**src/rtl/flow_source.sv**
```systemverilog
// rtl/flow_source.sv - burst word source writing an incrementing data sequence into a FIFO under flow control
module flow_source #(
  parameter int DATA_WIDTH  = 8,
  parameter int COUNT_WIDTH = 8
) (
  input  logic                   clk,
  input  logic                   reset,
  input  logic                   iniciar,
  input  logic [COUNT_WIDTH-1:0] cantidad,
  input  logic [DATA_WIDTH-1:0]  semilla,
  input  logic                   pausa,
  input  logic                   continuar,
  input  logic                   idle,
  input  logic                   error_full,
  input  logic                   fifo_full,
  output logic                   push,
  output logic [DATA_WIDTH-1:0]  data_out,
  output logic [COUNT_WIDTH-1:0] enviados,
  output logic                   busy,
  output logic                   done,
  output logic                   error_out
);

  typedef enum logic [4:0] {
    S_IDLE  = 5'b00001,
    S_SEND  = 5'b00010,
    S_HOLD  = 5'b00100,
    S_ERROR = 5'b01000,
    S_DONE  = 5'b10000
  } state_t;

  state_t                 state_q, state_d;
  logic                   push_q, push_d;
  logic [DATA_WIDTH-1:0]  data_q, data_d;
  logic [DATA_WIDTH-1:0]  seed_q, seed_d;
  logic [COUNT_WIDTH-1:0] sent_q, sent_d;
  logic [COUNT_WIDTH-1:0] len_q, len_d;
  logic [COUNT_WIDTH-1:0] sent_inc;

  assign sent_inc = sent_q + COUNT_WIDTH'(1);

  // State register and datapath flops; reset returns to IDLE with every output cleared
  always_ff @(posedge clk) begin
    if (!reset) begin
      state_q <= S_IDLE;
      push_q  <= 1'b0;
      data_q  <= '0;
      seed_q  <= '0;
      sent_q  <= '0;
      len_q   <= '0;
    end else begin
      state_q <= state_d;
      push_q  <= push_d;
      data_q  <= data_d;
      seed_q  <= seed_d;
      sent_q  <= sent_d;
      len_q   <= len_d;
    end
  end

  // Next state and push decision; in SEND error_full beats pausa beats fifo_full beats a normal push
  always_comb begin
    state_d = state_q;
    push_d  = 1'b0;
    data_d  = data_q;
    seed_d  = seed_q;
    sent_d  = sent_q;
    len_d   = len_q;
    case (state_q)
      S_IDLE: begin
        if (iniciar) begin
          sent_d = '0;
          if (cantidad == '0) begin
            state_d = S_DONE;
          end else begin
            len_d   = cantidad;
            seed_d  = semilla;
            state_d = S_SEND;
          end
        end
      end
      S_SEND: begin
        if (error_full) begin
          state_d = S_ERROR;
        end else if (pausa) begin
          state_d = S_HOLD;
        end else if (!fifo_full) begin
          // The word is always seed plus words already sent, so stalls and pauses never skip or repeat
          push_d = 1'b1;
          data_d = seed_q + DATA_WIDTH'(sent_q);
          sent_d = sent_inc;
          if (sent_inc == len_q) begin
            state_d = S_DONE;
          end
        end
      end
      S_HOLD: begin
        if (error_full) begin
          state_d = S_ERROR;
        end else if (continuar || idle) begin
          state_d = S_SEND;
        end
      end
      S_ERROR: begin
        state_d = S_ERROR;
      end
      S_DONE: begin
        state_d = S_IDLE;
      end
      default: begin
        state_d = S_IDLE;
      end
    endcase
  end

  assign push      = push_q;
  assign data_out  = data_q;
  assign enviados  = sent_q;
  assign busy      = (state_q == S_SEND) || (state_q == S_HOLD);
  assign done      = (state_q == S_DONE);
  assign error_out = (state_q == S_ERROR);

endmodule

```
**config.mk**
```make
export PLATFORM = sky130hd
export DESIGN_NAME = flow_source
export DESIGN_NICKNAME = d
export VERILOG_FILES = /design/src/rtl/flow_source.sv
export SDC_FILE = /design/constraint.sdc
export NUM_CORES = 1
export LEC_CHECK = 0
export BUFFER_PORTS_ARGS = -buffer_cell sky130_fd_sc_hd__buf_2
export CAP_MARGIN = 30
export CORE_ASPECT_RATIO = 0.5
export CORE_MARGIN = 4
export CORE_UTILIZATION = 54
export CTS_CLUSTER_DIAMETER = 80
export DETAILED_ROUTE_END_ITERATION = 7
export GPL_TIMING_DRIVEN = 1
export MAX_ROUTING_LAYER = met4
export PLACE_DENSITY = 0.83
export SLEW_MARGIN = 15
export SYNTH_ARGS = -nofsm -noshare
export SYNTH_HDL_FRONTEND = slang
export SYNTH_SLANG_ARGS = --single-unit
```
**constraint.sdc**
```tcl
create_clock -name clk -period 3.15 [get_ports clk]
set_clock_uncertainty 0.2 [all_clocks]
set_input_delay 0.4725 -clock clk [delete_from_list [all_inputs] [get_ports clk]]
set_output_delay 0.4725 -clock clk [all_outputs]
set_load 0.05 [all_outputs]
```
==> results.json, run 1 <==
{
  "grt_start_max_net_pins": 22,
  "ant_nets": 0,
  "min_path_type": "in2reg",
  "detail_route.iter0.violations": 123,
  "syn_area_per_cell_um2": 8.45,
  "startpoint": "enviados[0]",
  "rr_worst_depth": 6,
  "dieArea_um2": 5070,
  "ys_warn_count": 0,
  "slew_violations": 0,
  "cts_tree": "yes",
  "synth_xor_area_share_pct": 5.64,
  "synth_top_cell_area_share_pct": 35.7,
  "post-dp-hpwl_mm": 3.75,
  "critical-path-max-stage-delay_ps": 500,
  "ys_seq_area_share_pct": 35.7,
  "cap_violations": 0,
  "max-vdd-ir-drop_mv": 0.267,
  "crit_chain": "ha_1 -> xor3_1 -> or4_1 -> a2111oi_1 -> a31oi_1 -> o21ba_2",
  "synth_top_flop_cell": "dfxtp_1",
  "r2r_slack_ps": 520,
  "dp_slack_ps": 629,
  "synth_area_leaders": "dfxtp_1, mux2i_1, nor2_1",
  "layout-drive-gt1-share_pct": 20.3,
  "drc": 0,
  "p_per_area_nw_per_um2": 444,
  "critical_path_class": "reg2reg",
  "synth_fa_ha_area_share_pct": 5.64,
  "wl_per_cell_um": 15.0,
  "area_growth_pct": 15.9,
  "status": "finished clean",
  "finalSetupViolations": 0,
  "drt-total-wl_mm": 5.15,
  "num_vias": 2008,
  "avgViaCountPerCell": 5.87,
  "diodes": 0,
  "gr-usage-all-layers_pct": 21.4,
  "clock_tree.buffer_depth": 2,
  "r2r_end": "state_q[1]",
  "port_buffers": 43,
  "fillCellCount": 304,
  "synth_most_common_cell": "dfxtp_1",
  "cts_buffers": 5,
  "die_height_um": 52.4,
  "layout_min_cycle_time_ps": 2630,
  "yosysUniqueCellTypes": 50,
  "stdcell_area_um2": 2470,
  "crit_arrival_ps": 2610,
  "yosys.area_share.simple_pct": 25.8,
  "critPathCaptureType": "register",
  "ctsRootBufferMaster": "clkbuf_8",
  "core_um2": 3600,
  "place_congestion": 0.870,
  "insertion_delay_ps": 280,
  "rows": 15,
  "worst_slack_ps": 519,
  "rsz0062_at_grt": "no",
  "synth_mux_area_share_pct": 7.52,
  "initial_core_util_pct": 59.1,
  "cts_hold_buf": 0,
  "synth_seq_cells": 38,
  "setup_tns_ps": 0,
  "antenna_found_initial": 0,
  "r2r_start": "enviados[0]",
  "io_pins": 44,
  "syn-cell-area_um2": 2130,
  "timing.hold.ws_ps": 218,
  "hp-start": "semilla[0]",
  "overflow": 0,
  "synth_edf_count": 0,
  "async_flop_share_pct": 0,
  "synth-compound-area-share_pct": 15.1,
  "final_util_pct": 68.4,
  "leakage_uw": 0.00109,
  "cts_resized": 0,
  "clkTransAtPathRegs_ps": 70,
  "cts_max_level": 2,
  "cts_setup_buffers": 0,
  "crit_slowest_cell": "dfxtp_1",
  "synth_cells": 252,
  "synth_common_cells": "dfxtp_1, nor2_1, a21oi_1",
  "synth_top_family_by_area": "simple AND/OR/NAND/NOR gates",
  "fmax_mhz": 380,
  "final.period_utilization_pct": 83.5,
  "fin_nets": 325,
  "grt_pass1_wl_mm": 8.40,
  "worstMarginPinSlew_ps": 634,
  "clock_sinks": 38,
  "synth_fp_nets": 285,
  "dpl_cell_area_um2": 2380,
  "hold_viol": 0,
  "dr.pass1.iters": 4,
  "slew_headroom_pct": 57.7,
  "start_kind": "register",
  "worstPathRequired_ps": 3130,
  "worstPathMaxFanout": 8,
  "critPathCapture": "state_q[1]",
  "yosysTopAreaCell": "dfxtp_1",
  "grt_pass1_vias": 1803,
  "die-width_um": 96.8
}
[critical path, delay by kind of cell, from the launching register on]
kind            cells  cell delay, ps
compound gates      3             840
flops               1             500
simple gates        1             420
fa+ha+maj           1             330
xor+xnor            1             240
[through the flow]
stage / instances / total power (uW)
2_1_floorplan: 252 / 706
3_3_place_gp: 336 / 761
3_5_place_dp: 336 / 769
4_1_cts: 342 / 1100
5_1_grt: 342 / 1150
6_report: 342 / 1090
[state kept, by name, summed over array words and instances, names as in the netlist]
| signal | flops |
|---|---|
| enviados | 8 |
| state_q | 5 |
| push | 1 |
| len_q | 8 |
| data_out | 8 |
| seed_q | 8 |
[how the worst min path moves through the flow]
stage / depth (start not counted) / to / slack, ps
2_1_floorplan: 2 / len_q[2] / 270
3_3_place_gp: 2 / data_out[3] / 240
3_5_place_dp: 2 / data_out[2] / 240
4_1_cts: 3 / seed_q[6] / 220
5_1_grt: 3 / seed_q[6] / 240
6_report: 3 / seed_q[0] / 220
[power by group]
part           internal, uW  leakage, uW  switching, uW  total [uW]
clock network           169    0.0000431            165         334
registers               510     0.000309           24.8         535
logic                   104     0.000742            122         226
total                   783      0.00109            312        1090
[cells in the final DEF, fill, tap and decap left out, types with 2 or more instances in the layout]
master    netlist  routed
buf_2           5      43
dfxtp_1        38      38
nor2_1         32      32
a21oi_1        17      17
nand2_1        16      16
mux2i_1        16      16
inv_1          10      10
o21ai_0        10      10
nand3_1         9       9
ha_1            8       8
nor3_1          6       6
xnor2_1         6       6
clkbuf_8        0       6
nor4_1          5       5
nand4_1         5       5
xor2_1          5       5
nand2b_1        4       4
and3_1          4       4
nand3b_1        4       4
o211ai_1        4       4
or3_1           3       3
nor2b_1         3       3
nand4b_1        3       3
or4_1           3       3
o21a_1          2       2
a31oi_1         2       2
a211oi_1        2       2
buf_4           1       2
[cell type report]
| cell class | instances | area (um^2) | area share, % |
|---|---|---|---|
| Clock buffer | 6 | 82.6 | 3.35 |
| Inverter | 10 | 37.5 | 1.52 |
| Multi-Input combinational cell | 191 | 1270 | 51.5 |
| Sequential cell | 38 | 761 | 30.8 |
| Tap cell | 51 | 63.8 | 2.59 |
| Timing Repair Buffer | 46 | 250 | 10.1 |
[routing by layer]
metal	share of wire, %	vias up	track usage, %
met5	0	-	-
met4	0.76	0	7.23
met3	7.6	6	6.51
met2	44	70	33.6
met1	48	953	26.6
li1	-	979	-
[cell families after synthesis]
kind of cell | count (synthesis)
buffers and inverters | 23
multiplexers | 16
AO/OA/AOI/OAI | 49
adder cells (fa/ha/maj) | 9
XOR/XNOR | 12
flip-flops | 38
AND/OR/NAND/NOR | 105
(Power assumes the default switching activity.)
==> run 2, diff against run 1 <==
--- a/config.mk
+++ b/config.mk
@@ -5,6 +5,7 @@
 export SDC_FILE = /design/constraint.sdc
 export NUM_CORES = 1
 export LEC_CHECK = 0
+export ABC_AREA = 1
 export BUFFER_PORTS_ARGS = -buffer_cell sky130_fd_sc_hd__buf_2
 export CAP_MARGIN = 30
 export CORE_ASPECT_RATIO = 0.5
==> constraint.sdc (replaced) <==
create_clock -name clk -period 2.5 [get_ports clk]
set_clock_uncertainty 0.2 [all_clocks]
set_input_delay 0.375 -clock clk [delete_from_list [all_inputs] [get_ports clk]]
set_output_delay 0.375 -clock clk [all_outputs]
set_load 0.05 [all_outputs]
==> run 2 against run 1 <==
Compared with the run above:
- critical endpoint is now data_out[6]
- synthesized area up 1.1%
- count of clock-buffer cells in the layout up 1
- first-iteration DRC count up 8.9%
- flip-flop and latch count unchanged
- wire length up 3.5%
- clock power up 20%
- register-to-register slack worse by 190 ps
==> results.json, run 2 <==
{
  "timing.hold.ws_ps": 167,
  "synth_edf_count": 0,
  "critical-path-max-stage-delay_ps": 450,
  "dieArea_um2": 5120,
  "ant_nets": 0,
  "rows": 15,
  "drc": 0,
  "antenna_found_initial": 0,
  "crit_arrival_ps": 2160,
  "cts_resized": 0,
  "synth_most_common_cell": "nand2_1",
  "area_growth_pct": 15.7,
  "synth_top_cell_area_share_pct": 35.3,
  "cts_hold_buf": 0,
  "p_per_area_nw_per_um2": 817,
  "cts_setup_buffers": 0,
  "ctsRootBufferMaster": "clkbuf_8",
  "final_cells": 400,
  "fillCellCount": 308,
  "place_congestion": 0.862,
  "worstPathRequired_ps": 2490,
  "worstPathMaxFanout": 7,
  "avgViaCountPerCell": 5.32,
  "syn_area_per_cell_um2": 7.06,
  "io_pins": 44,
  "critPathCaptureType": "register",
  "leakage_uw": 0.00118,
  "yosysUniqueCellTypes": 27,
  "ys_warn_count": 0,
  "dpl_cell_area_um2": 2410,
  "wl_per_cell_um": 13.3,
  "rsz0062_at_grt": "no",
  "cts_tree": "yes",
  "cts_buffers": 5,
  "place_inst": 393,
  "worstMarginPinSlew_ps": 375,
  "grt_pass1_vias": 1981,
  "die_height_um": 52.6,
  "cpMostUsedCell": "nand2_1",
  "overflow": 0,
  "synth_seq_cells": 38,
  "detail_route.iter0.violations": 134,
  "min_path_type": "in2reg",
  "crit_slowest_cell": "dfxtp_1",
  "yosysTopAreaCell": "dfxtp_1",
  "hold_viol": 0,
  "cts_max_level": 2,
  "max-vdd-ir-drop_mv": 0.365,
  "synth_area_leaders": "dfxtp_1, nand2_1, a21oi_1",
  "clock_tree.buffer_depth": 2,
  "setup_tns_ps": 0,
  "final_common_cell": "nand2_1",
  "fmax_mhz": 460,
  "critical_path_class": "reg2reg",
  "cap_violations": 0,
  "clkTransAtPathRegs_ps": 70,
  "cp_top_family": "adder cells",
  "gr-usage-all-layers_pct": 21.7,
  "final.period_utilization_pct": 86.9,
  "synth_top_flop_cell": "dfxtp_1",
  "core_um2": 3620,
  "layout_min_cycle_time_ps": 2170,
  "initial_core_util_pct": 59.4,
  "crit_chain": "ha_1 -> inv_1 -> fa_1 -> o21ai_0 -> nand2_1 -> nand2_1 -> nand2_1 -> nand2_1 -> xor2_1 -> o21ai_0 -> inv_1",
  "clock_sinks": 38,
  "synth_fp_nets": 338,
  "ys_seq_area_share_pct": 35.3,
  "slew_violations": 0,
  "num_vias": 2128,
  "min_path_cells": 3,
  "crit_buf_inv": 2,
  "die-width_um": 97.3,
  "insertion_delay_ps": 290,
  "grt_pass1_wl_mm": 8.63,
  "drt-total-wl_mm": 5.33,
  "slew_headroom_pct": 74.8,
  "rr_worst_depth": 11,
  "layout_common_cells": "nand2_1, inv_1, buf_2, dfxtp_1, a21oi_1",
  "fin_nets": 382,
  "finalSetupViolations": 0,
  "synth_cells": 305,
  "diodes": 0,
  "status": "finished clean",
  "synth_common_cells": "nand2_1, inv_1, dfxtp_1",
  "post-dp-hpwl_mm": 4.02,
  "crit_cells": 11,
  "start_kind": "register",
  "syn-cell-area_um2": 2150,
  "stdcell_area_um2": 2490,
  "port_buffers": 43,
  "grt_start_max_net_pins": 33,
  "dr.pass1.iters": 5,
  "layout-drive-gt1-share_pct": 20.9,
  "async_flop_share_pct": 0
}
## run 2: cell type report
type                    count  area, um^2  area share, %
well taps                  51        63.8           2.56
multi-input cells         209        1170           47.0
inverters                  50         188           7.54
clock buffers               7        76.3           3.07
flip-flops and latches     38         761           30.6
repair buffers             45         230           9.25
## run 2: cell families after synthesis
family,share of synthesized area [%]
xor gates and xnor gates,2.85
AOI/OAI and AO/OA,19.8
buffers and inverters,10.8
DFF,35.3
and+or+nand+nor,25.6
adders and majority gates,5.58
## run 2: final timing paths
| kind | startpoint | endpoint | slack, ps |
|---|---|---|---|
| min reg2reg | seed_q[4] | seed_q[4] | 260 |
| max | enviados[0] | data_out[6] | 330 |
| max reg2reg | enviados[0] | data_out[6] | 330 |
| min | semilla[4] | seed_q[4] | 170 |
## run 2: where the power goes
group / internal [uW] / switching, uW
sequential: 701 / 105
combinational: 263 / 564
clock: 192 / 209
## run 2: stage by stage
stage | worst slack, ps | utilization (%) | total power (uW)
2_1_floorplan | 101 | - | 1440
3_3_place_gp | 378 | 66.6 | 1610
3_5_place_dp | 350 | 66.6 | 1630
4_1_cts | 342 | 68.7 | 2030
5_1_grt | 182 | 68.7 | 2160
6_report | 328 | 68.7 | 2030
## run 2: tightest hold or removal path, stage by stage
cell,delay [ps]
buf_2,70
o21ai_0,70
a21oi_1,100
## run 2: routing by layer
layer  wire [um]  global-route usage [%]  vias to the layer above
met5           0                       -                        -
met4          31                    5.75                        0
met3         438                    7.44                        4
met2        2450                    36.1                       79
met1        2410                    25.8                      961
li1            -                       -                     1084
